<file path="config.mk">
export PLATFORM = sky130hd
export DESIGN_NAME = pwm_ramp_ctrl_flat
export DESIGN_NICKNAME = d
export VERILOG_FILES = /design/src/rtl/pwm_ramp_ctrl_if.sv /design/src/rtl/pwm_ramp_ctrl.sv /design/src/flat_wrapper.sv
export SDC_FILE = /design/constraint.sdc
export NUM_CORES = 1
export LEC_CHECK = 0
export BUFFER_PORTS_ARGS = -buffer_cell sky130_fd_sc_hd__buf_4
export CORE_ASPECT_RATIO = 0.7
export CORE_MARGIN = 1
export CORE_UTILIZATION = 50
export CTS_CLUSTER_DIAMETER = 120
export CTS_CLUSTER_SIZE = 24
export DETAILED_ROUTE_END_ITERATION = 10
export PLACE_DENSITY_LB_ADDON = 0.15
export SETUP_SLACK_MARGIN = 0.4
export SLEW_MARGIN = 15
export SYNTH_ARGS = -nofsm -noshare
export SYNTH_HDL_FRONTEND = slang
export SYNTH_SLANG_ARGS = --single-unit
</file>
<file path="constraint.sdc">
create_clock -name CLK -period 6.3 [get_ports CLK]
set_input_delay 0 -clock CLK [delete_from_list [all_inputs] [get_ports CLK]]
set_output_delay 0 -clock CLK [all_outputs]
set_load 0.02 [all_outputs]
</file>
<file path="src/rtl/pwm_ramp_ctrl_if.sv">
// Ramp command handshake between the CPU register file and pwm_ramp_ctrl.
//   cmd_valid  : command present (master -> slave)
//   cmd_ready  : command accepted when valid & ready (slave -> master)
//   cmd_target : target cmp value, 27b
//   cmd_step   : cmp change per ramp step, 27b (0 means 1)
//   cmd_hold   : PWM periods per ramp step, HOLD_W bits (0 means 1)
interface pwm_ramp_ctrl_if #(
   parameter int unsigned HOLD_W = 16
) ();
   logic              cmd_valid;
   logic              cmd_ready;
   logic [26:0]       cmd_target;
   logic [26:0]       cmd_step;
   logic [HOLD_W-1:0] cmd_hold;

   modport master (output cmd_valid, cmd_target, cmd_step, cmd_hold, input cmd_ready);
   modport slave  (input cmd_valid, cmd_target, cmd_step, cmd_hold, output cmd_ready);
endinterface

</file>
<file path="src/rtl/pwm_ramp_ctrl.sv">
// pwm_ramp_ctrl: sequencer for the 27-bit PWM timer. Drives the timer's top_in/cmp_in
// words and ramps cmp from its current value to a commanded target in fixed steps, one
// step every cmd_hold PWM periods. An internal mirror of the timer counter makes cmp
// updates land on period boundaries.
// Ports:
//   CLK, RST   : clock shared with the timer; synchronous active-high reset
//   en         : timer enable request
//   top_cfg    : period top (period = top+1 cycles), sampled only while idle
//   cmd        : ramp command handshake (pwm_ramp_ctrl_if.slave)
//   top_out    : {en_q, 4'b0, top_q} to timer top_in
//   cmp_out    : {5'b0, cmp_q} to timer cmp_in
//   busy       : ramp in progress
//   done       : one-cycle pulse on the cycle cmp reaches target
// Build option: define PWM_RAMP_RETARGET_EN to accept new commands during a ramp.
module pwm_ramp_ctrl #(
   parameter int unsigned HOLD_W = 16
) (
   input  logic                 CLK,
   input  logic                 RST,
   input  logic                 en,
   input  logic [26:0]          top_cfg,
   pwm_ramp_ctrl_if.slave       cmd,
   output logic [31:0]          top_out,
   output logic [31:0]          cmp_out,
   output logic                 busy,
   output logic                 done
);
   localparam int unsigned CW = 27;

   typedef enum logic [0:0] {IDLE = 1'b0, RAMP = 1'b1} state_t;

   state_t            state, state_n;
   logic              en_q;
   logic [CW-1:0]     top_q, cnt_q, cmp_q, tgt_q, step_q;
   logic [HOLD_W-1:0] hold_q, pcnt_q;
   logic              ready_q;

   logic [CW-1:0]     cmp_n, tgt_n, step_n;
   logic [HOLD_W-1:0] hold_n, pcnt_n;
   logic              done_n, ready_n;

   logic              wrap, accept, up;
   logic [CW:0]       top_p1;
   logic [CW-1:0]     tgt_c, step_c, diff;
   logic [HOLD_W-1:0] hold_c;

   // Period boundary: last cycle of the timer period, timer sees the new cmp at cnt==0.
   assign wrap   = en_q && (cnt_q >= top_q);
   assign accept = cmd.cmd_valid && ready_q;

   // Target clamp to top+1 (100% duty); min() keeps the result within 27 bits.
   assign top_p1 = {1'b0, top_q} + (CW+1)'(1);
   assign tgt_c  = ({1'b0, cmd.cmd_target} > top_p1) ? top_p1[CW-1:0] : cmd.cmd_target;
   assign step_c = (cmd.cmd_step == '0) ? CW'(1) : cmd.cmd_step;
   assign hold_c = (cmd.cmd_hold == '0) ? HOLD_W'(1) : cmd.cmd_hold;

   assign up   = tgt_q > cmp_q;
   assign diff = up ? (tgt_q - cmp_q) : (cmp_q - tgt_q);

   // Timer-side registers and counter mirror.
   always_ff @(posedge CLK) begin
      if (RST) begin
         en_q  <= 1'b0;
         top_q <= '0;
         cnt_q <= '0;
      end else begin
         en_q <= en;
         if (state == IDLE) top_q <= top_cfg;
         if (!en_q || cnt_q >= top_q) cnt_q <= '0;
         else                         cnt_q <= cnt_q + CW'(1);
      end
   end

   // State register and ramp datapath registers.
   always_ff @(posedge CLK) begin
      if (RST) begin
         state   <= IDLE;
         cmp_q   <= '0;
         tgt_q   <= '0;
         step_q  <= CW'(1);
         hold_q  <= HOLD_W'(1);
         pcnt_q  <= '0;
         busy    <= 1'b0;
         done    <= 1'b0;
         ready_q <= 1'b1;
      end else begin
         state   <= state_n;
         cmp_q   <= cmp_n;
         tgt_q   <= tgt_n;
         step_q  <= step_n;
         hold_q  <= hold_n;
         pcnt_q  <= pcnt_n;
         busy    <= (state_n == RAMP);
         done    <= done_n;
         ready_q <= ready_n;
      end
   end

   // Next-state and datapath decode.
   always_comb begin
      state_n = state;
      cmp_n   = cmp_q;
      tgt_n   = tgt_q;
      step_n  = step_q;
      hold_n  = hold_q;
      pcnt_n  = pcnt_q;
      done_n  = 1'b0;
      ready_n = 1'b1;

      case (state)
         IDLE: begin
            if (accept) begin
               tgt_n  = tgt_c;
               step_n = step_c;
               hold_n = hold_c;
               pcnt_n = '0;
               if (tgt_c == cmp_q) done_n  = 1'b1;
               else                state_n = RAMP;
            end
         end
         RAMP: begin
            if (wrap) begin
               if (pcnt_q == hold_q - HOLD_W'(1)) begin
                  pcnt_n = '0;
                  if (diff <= step_q) begin
                     cmp_n   = tgt_q;
                     done_n  = 1'b1;
                     state_n = IDLE;
                  end else begin
                     cmp_n = up ? (cmp_q + step_q) : (cmp_q - step_q);
                  end
               end else begin
                  pcnt_n = pcnt_q + HOLD_W'(1);
               end
            end
`ifdef PWM_RAMP_RETARGET_EN
            // Any step due this cycle is applied first; the new command then supersedes.
            if (accept) begin
               tgt_n  = tgt_c;
               step_n = step_c;
               hold_n = hold_c;
               pcnt_n = '0;
               if (tgt_c == cmp_n) begin
                  done_n  = 1'b1;
                  state_n = IDLE;
               end else begin
                  done_n  = 1'b0;
                  state_n = RAMP;
               end
            end
`endif
         end
         default: state_n = IDLE;
      endcase

`ifndef PWM_RAMP_RETARGET_EN
      ready_n = (state_n == IDLE);
`endif
   end

   assign cmd.cmd_ready = ready_q;
   assign top_out       = {en_q, 4'b0000, top_q};
   assign cmp_out       = {5'b00000, cmp_q};
endmodule

</file>
<file path="src/flat_wrapper.sv">
// flat-port wrapper written by rule: the top's interface ports become plain ports
module pwm_ramp_ctrl_flat 
#(
   parameter int unsigned HOLD_W = 16
)
  (CLK, RST, en, top_cfg, top_out, cmp_out, busy, done, cmd_cmd_valid, cmd_cmd_target, cmd_cmd_step, cmd_cmd_hold, cmd_cmd_ready);
  pwm_ramp_ctrl_if #(.HOLD_W(HOLD_W)) cmd_i ();
  input  logic CLK;
  input  logic RST;
  input  logic en;
  input  logic [26:0] top_cfg;
  output logic [31:0] top_out;
  output logic [31:0] cmp_out;
  output logic busy;
  output logic done;
  input wire logic [$bits(cmd_i.cmd_valid)-1:0] cmd_cmd_valid;
  input wire logic [$bits(cmd_i.cmd_target)-1:0] cmd_cmd_target;
  input wire logic [$bits(cmd_i.cmd_step)-1:0] cmd_cmd_step;
  input wire logic [$bits(cmd_i.cmd_hold)-1:0] cmd_cmd_hold;
  output wire logic [$bits(cmd_i.cmd_ready)-1:0] cmd_cmd_ready;
  assign cmd_i.cmd_valid = cmd_cmd_valid;
  assign cmd_i.cmd_target = cmd_cmd_target;
  assign cmd_i.cmd_step = cmd_cmd_step;
  assign cmd_i.cmd_hold = cmd_cmd_hold;
  assign cmd_cmd_ready = cmd_i.cmd_ready;
  pwm_ramp_ctrl #(.HOLD_W(HOLD_W)) u_core (.CLK(CLK), .RST(RST), .en(en), .top_cfg(top_cfg), .cmd(cmd_i), .top_out(top_out), .cmp_out(cmp_out), .busy(busy), .done(done));
endmodule
</file>
==> results.py, run 1 <==
metrics = {
    "status": {
        "status": "completed",
    },
    "power_and_ir_drop": {
        "p_switching_uw": 2400,
        "pwr-share-comb_pct": 56.7,
        "p_seq_share_pct": 22.5,
        "leakagePower_uw": 0.00784,
        "pwr-share-clk_pct": 20.8,
        "powerDensity_nw_per_um2": 293,
        "power_uw": 5430,
        "intPower_uw": 3030,
        "ir_worst_vdd_mv": 0.191,
        "switching_share_pct": 44.2,
    },
    "placed_design": {
        "portBuffers": 158,
        "place_ws_ns": 0.203,
        "dp_cells": 2490,
        "dp_hpwl_mm": 40.0,
        "routabilityCongestion": 0.994,
    },
    "clocking": {
        "cts.htree.levels": 4,
        "cts_max_path_buffers": 2,
        "cts_root_buf": "clkbuf_16",
        "clkTransAtPathRegs_ns": 0.08,
        "tritoncts": "built",
        "numCtsBuffers": 17,
        "cts.sinks": 171,
        "insertion_delay_ns": 0.46,
    },
    "synth": {
        "synth_area_leaders": "dfxtp_1, ha_1, xnor2_1",
        "yosys_warnings": 0,
        "synth.area.mux_share_pct": 3.82,
        "yosysUniqueCellTypes": 74,
        "synth_xor_area_share_pct": 9.49,
        "syn_area_um2": 15000,
        "async_flop_share_pct": 0,
        "netlist_instances": 1987,
        "ys_seq_elements": 171,
        "synth-seq-area-share_pct": 22.8,
        "yosysMostFrequentCell": "nand2_1",
        "synth-simple-area-share_pct": 22.0,
        "synth-adder-area-share_pct": 14.1,
        "synth-edff-count": 0,
        "ys.flop_type": "dfxtp_1",
        "synth_top_area_share_pct": 22.8,
        "syn_avg_cell_area_um2": 7.57,
        "synth_top_family_by_area": "simple AND/OR/NAND/NOR gates",
        "synth_compound_area_share_pct": 21.1,
        "synth_common_cells": "nand2_1, nor2_1, a21oi_1",
        "synth_area_leader_cell": "dfxtp_1",
    },
    "die": {
        "core-area_um2": 29200,
        "chipHeight_um": 147,
        "die_w_um": 209,
        "io_pins": 168,
        "fp.dieArea_um2": 30800,
        "start_util_pct": 51.5,
        "fp-row-count": 52,
    },
    "timing": {
        "worst-slew-pin-transition_ns": 1.12,
        "slew_violations": 0,
        "rsz0062_at_grt": "yes",
        "setup-tns-final_ns": 0,
        "fin_skew_ns": 0.0120,
        "fin_ws_ns": 0.626,
        "relSlewSlack_pct": 25.3,
        "setup_violations": 0,
        "period_needed_ns": 5.67,
        "max_freq_mhz": 176,
        "fin_crit_sh_pct": 90.1,
        "hold_viol": 0,
    },
    "critical_path": {
        "startpoint": "u_core.cmp_q[4]$_SDFFE_PP0P_",
        "cp-start-kind": "flip-flop",
        "crit_type": "reg -> reg",
        "endpoint_kind": "flip-flop",
        "required_ns": 6.62,
        "critPathCapture": "u_core.cmp_q[6]$_SDFFE_PP0P_",
        "r2r_end": "u_core.cmp_q[6]$_SDFFE_PP0P_",
        "crit-reg2reg-launch": "u_core.cmp_q[4]$_SDFFE_PP0P_",
        "r2r_slack_ns": 0.63,
        "reg2reg_depth": 26,
        "crit_arrival_ns": 5.99,
        "cp_max_fo": 28,
    },
    "finish": {
        "utilization_pct": 63.4,
        "drive_above_1_share_pct": 14.2,
        "syn_to_final_growth_pct": 23.2,
        "diodes": 0,
        "fin_cells": 2622,
        "fin_nets": 2500,
    },
    "global_routing": {
        "first_global_vias": 14575,
        "grt.overflow.total": 0,
        "grt_start_max_net_pins": 94,
        "grt_usage_pct": 33.4,
        "grt_pass1_wl_mm": 80.7,
        "antenna_found_initial": 1,
    },
    "route": {
        "postRouteAntennaNets": 0,
        "wl_mm": 52.4,
        "drt_iter0_drc": 1585,
        "viasPerCell": 5.97,
        "drc": 0,
        "wl_per_cell_um": 20.0,
        "num_vias": 15660,
        "firstDrtPassIters": 5,
    },
    "flow_run": {
        "max-cap-violations": 0,
    },
    "worst_hold_path": {
        "min_path_cells": 2,
        "min_path_type": "in -> reg",
    },
}
cells by family (layout without fill, tap and decap cells):
kind of cell	count (synthesis)	after routing
flops	171	171
xor+xnor	163	163
buf+inv	244	493
fa+ha+maj	168	168
compound gates	499	499
simple gates	684	684
other cells	1	9
mux	57	57
area by class of cell:
cell class | instances | area [µm²]
Clock buffer | 17 | 425
Clock inverter | 15 | 175
Fill cell | 2598 | 10700
Inverter | 152 | 574
Multi-Input combinational cell | 1580 | 10900
Sequential cell | 171 | 3440
Tap cell | 378 | 473
Timing Repair Buffer | 309 | 2570
worst max-delay path: stages (launching register included):
cell        delay, ns
dfxtp_2          0.46
clkinvlp_4       0.19
ha_2             0.38
and3_1           0.22
a2111oi_4        0.35
buf_4            0.17
nor3b_4          0.18
o31ai_2          0.10
a211o_1          0.33
a221oi_1         0.28
mux2i_1          0.16
a31o_2           0.26
a21oi_2          0.17
xnor2_1          0.15
ha_1             0.27
a21oi_1          0.11
o21ai_0          0.10
a21o_1           0.20
a211oi_2         0.22
nor2_1           0.10
or3_1            0.33
o311a_4          0.16
buf_12           0.17
mux2i_1          0.18
nor2_1           0.06
a21oi_1          0.15
nor2_1           0.05
power groups by stage:
stage                     registers, µW  logic (µW)  clock network, µW
after floorplan                    1220        2050                  0
after global placement             1240        2780                  0
after detailed placement           1240        2810                  0
after CTS                          1220        2880               1130
after global routing               1230        3350               1170
final                              1220        3080               1130
flip-flops by register name, indices dropped and copies added, names as in the netlist, 16 cells and up:
signal and cells:
u_core.cmp_q 27, u_core.cnt_q 27, u_core.hold_q 16, u_core.pcnt_q 16, u_core.step_q 27, u_core.tgt_q 27, u_core.top_q 27
placed cells by master, fill, tap and decap left out, drive strengths merged, types with 11 or more instances in the layout:
cell | netlist | final
a211oi | 42 | 42
a21o | 30 | 30
a21oi | 194 | 194
a31oi | 16 | 16
and2 | 12 | 12
and3 | 28 | 28
buf | 36 | 218
clkbuf | 56 | 17
dfxtp | 171 | 171
dlygate4sd3 | 0 | 91
ha | 165 | 165
inv | 152 | 160
mux2i | 54 | 54
nand2 | 207 | 207
nand2b | 18 | 18
nand3 | 56 | 56
nand3b | 18 | 18
nand4 | 39 | 39
nor2 | 197 | 197
nor2b | 17 | 17
nor3 | 32 | 32
nor4 | 27 | 27
o2111ai | 11 | 11
o211ai | 32 | 32
o21a | 13 | 13
o21ai | 60 | 60
o21bai | 11 | 11
o22ai | 13 | 13
or3 | 12 | 12
xnor2 | 115 | 115
xor2 | 48 | 48
how the worst min path moves through the flow:
stage / slack, ns / start / end
after global routing: 0.03 / cmd_cmd_target[20] / u_core.tgt_q[20]$_SDFFE_PP0P_
after global placement: 0.22 / en / u_core.en_q$_SDFF_PP0_
after CTS: 0.002 / cmd_cmd_target[25] / u_core.tgt_q[25]$_SDFFE_PP0P_
after floorplan: 0.13 / en / u_core.en_q$_SDFF_PP0_
after detailed placement: 0.22 / en / u_core.en_q$_SDFF_PP0_
final: 0.01 / RST / u_core.tgt_q[22]$_SDFFE_PP0P_
layer usage:
metal  wire length (µm)  vias to the layer above  global-route usage (%)
li1                   -                     7525                       -
met1              24600                     7428                    48.4
met2              21900                      638                    49.5
met3               5130                       67                    8.42
met4                762                        2                    7.17
met5                 11                        -                       0
through the flow:
| stage | hold WS, ns | instance area (µm²) |
|---|---|---|
| floorplan | 0.128 | 15100 |
| global placement | 0.219 | 16700 |
| detailed placement | 0.222 | 16700 |
| CTS | 0.00183 | 18200 |
| global route | 0.0272 | 18500 |
| finish | 0.0124 | 18500 |
repair_timing:
item | in CTS | in global routing
endpoints found under the hold margin | 91 | 0
buffers inserted | 0 | 9
hold buffers | 91 | 0
setup endpoints to repair | 30 | 30
gates resized for setup | 10 | 50
pin swaps | 1 | 7
Power figures use the tool's default switching activity.
==> run 2, diff against run 1 <==
--- a/config.mk
+++ b/config.mk
@@ -9,6 +9,7 @@
 export CORE_ASPECT_RATIO = 0.7
 export CORE_MARGIN = 1
 export CORE_UTILIZATION = 50
+export CTS_BUF_LIST = sky130_fd_sc_hd__clkbuf_4 sky130_fd_sc_hd__clkbuf_8
 export CTS_CLUSTER_DIAMETER = 120
 export CTS_CLUSTER_SIZE = 24
 export DETAILED_ROUTE_END_ITERATION = 10
==> results.py, run 2 (same netlist as run 1, synthesis figures left out) <==
metrics = {
    "finish": {
        "diodes": 0,
        "syn_to_final_growth_pct": 24.2,
        "drive_above_1_share_pct": 14.0,
        "final_common_cell": "buf_4",
        "mostFrequentLayoutCells": "buf_4, nand2_1, nor2_1, a21oi_1, dfxtp_1",
        "utilization_pct": 63.9,
        "final_area_um2": 18700,
        "fin_nets": 2535,
    },
    "global_routing": {
        "grt.overflow.total": 0,
        "grt_pass1_wl_mm": 81.7,
        "grt_start_max_net_pins": 94,
        "antenna_found_initial": 2,
        "grt_usage_pct": 33.8,
        "first_global_vias": 14698,
    },
    "power_and_ir_drop": {
        "pwr-share-clk_pct": 16.5,
        "p_seq_share_pct": 23.7,
        "powerDensity_nw_per_um2": 276,
        "intPower_uw": 2800,
        "p_switching_uw": 2350,
        "pwr-share-comb_pct": 59.8,
        "switching_share_pct": 45.6,
        "leakagePower_uw": 0.00796,
        "ir_worst_vdd_mv": 0.194,
    },
    "placed_design": {
        "placed_area_um2": 16700,
        "portBuffers": 158,
        "dp_hpwl_mm": 40.0,
        "place_ws_ns": 0.203,
        "routabilityCongestion": 0.994,
    },
    "critical_path": {
        "cp-start-kind": "flip-flop",
        "endpoint_kind": "flip-flop",
        "crit_type": "reg -> reg",
        "required_ns": 6.72,
        "cp_max_fo": 28,
        "crit_arrival_ns": 6.07,
    },
    "route": {
        "drt_iter0_drc": 1497,
        "wl_per_cell_um": 19.8,
        "firstDrtPassIters": 6,
        "viasPerCell": 5.96,
        "num_vias": 15841,
        "postRouteAntennaNets": 0,
        "drc": 0,
        "wl_mm": 52.7,
    },
    "clocking": {
        "cts.sinks": 171,
        "insertion_delay_ns": 0.52,
        "numCtsBuffers": 17,
        "clkTransAtPathRegs_ns": 0.11,
        "cts_max_path_buffers": 2,
        "cts_root_buf": "clkbuf_8",
        "tritoncts": "built",
        "cts.htree.levels": 4,
    },
    "timing": {
        "fin_skew_ns": 0.0183,
        "relSlewSlack_pct": 26.5,
        "hold_viol": 0,
        "slew_violations": 0,
        "setup-tns-final_ns": 0,
        "fin_crit_sh_pct": 89.7,
        "fin_ws_ns": 0.650,
        "setup_violations": 0,
        "period_needed_ns": 5.65,
        "worst-slew-pin-transition_ns": 1.10,
        "whs_ns": 0.0553,
        "rsz0062_at_grt": "yes",
        "max_freq_mhz": 177,
    },
    "die": {
        "die_w_um": 209,
        "chipHeight_um": 147,
        "core-area_um2": 29200,
        "start_util_pct": 51.5,
        "fp.dieArea_um2": 30800,
        "fp-row-count": 52,
        "io_pins": 168,
    },
    "worst_hold_path": {
        "min_path_type": "in -> reg",
    },
    "flow_run": {
        "max-cap-violations": 0,
    },
    "status": {
        "status": "completed",
    },
}
[run 2: cell count changes in the layout (fill, tap and decap cells not counted), moves of 2 or more]
| cell | before | now |
|---|---|---|
| ha_2 | 7 | 10 |
| dfxtp_1 | 164 | 162 |
| a211oi_2 | 3 | 1 |
| clkbuf_8 | 0 | 17 |
| a211oi_1 | 39 | 41 |
| clkbuf_16 | 17 | 0 |
| ha_1 | 154 | 151 |
| dlygate4sd3_1 | 91 | 125 |
[run 2: cell type report]
cell class,instances,area (µm²)
flip-flops and latches,171,3440
clock buffers,17,234
multi-input cells,1580,10900
repair buffers,344,2920
well taps,378,473
fillers,2591,10500
inverters,152,574
clock inverters,15,175
[run 2: repair_timing]
action,CTS,global route
buffers inserted,2,8
gates resized for setup,11,49
setup endpoints to repair,30,30
pin swaps,1,7
hold buffers,125,0
endpoints found under the hold margin,109,0
[run 2: per-layer routing]
| metal | up-vias | part of all wire (%) | GRT usage, % |
|---|---|---|---|
| li1 | 7596 | - | - |
| met1 | 7450 | 46 | 49.5 |
| met2 | 732 | 42 | 50.3 |
| met3 | 61 | 10 | 7.18 |
| met4 | 2 | 1.7 | 7.65 |
| met5 | - | 0.017 | 0 |
[run 2: power by group through the flow]
stage                     sequential, µW  clock [µW]  combinational, µW
after CTS                           1220         861               2900
after floorplan                     1220           0               2050
after global routing                1230         900               3360
after global placement              1240           0               2780
after detailed placement            1240           0               2810
final                               1220         852               3080
[run 2: worst paths after layout]
| kind | from | to | slack (ns) | cells after the start |
|---|---|---|---|---|
| worst max register to register | u_core.tgt_q[0]$_SDFFE_PP0P_ | u_core.busy$_SDFF_PP0_ | 0.65 | 27 |
| worst min register to register | u_core.tgt_q[26]$_SDFFE_PP0P_ | u_core.tgt_q[26]$_SDFFE_PP0P_ | 0.49 | 2 |
| worst min-delay path | cmd_cmd_target[22] | u_core.tgt_q[22]$_SDFFE_PP0P_ | 0.06 | 5 |
| worst max-delay path | u_core.tgt_q[0]$_SDFFE_PP0P_ | u_core.busy$_SDFF_PP0_ | 0.65 | 27 |
[run 2: critical path, stage by stage, from the launching register on]
cell and delay (ns):
dfxtp_2 0.36, inv_1 0.06, ha_1 0.14, inv_1 0.05, fa_1 0.40, a21o_1 0.23, a2111oi_4 0.30, buf_4 0.17
nor3b_2 0.21, o31ai_2 0.11, a211o_1 0.34, a221oi_1 0.28, mux2i_1 0.16, a31o_2 0.26, a21oi_2 0.17, xnor2_1 0.14
ha_1 0.27, a21oi_1 0.11, o21ai_0 0.09, a21o_1 0.20, a211oi_2 0.22, nor2_1 0.10, or3_1 0.33, o311a_4 0.16
buf_12 0.17, inv_1 0.14, a41oi_1 0.15, o21a_1 0.21
[run 2: through the flow]
stage	std cells	power (µW)
2_1_floorplan	1995	3270
3_3_place_gp	2490	4020
3_5_place_dp	2490	4060
4_1_cts	2649	4980
5_1_grt	2657	5490
6_report	2657	5160
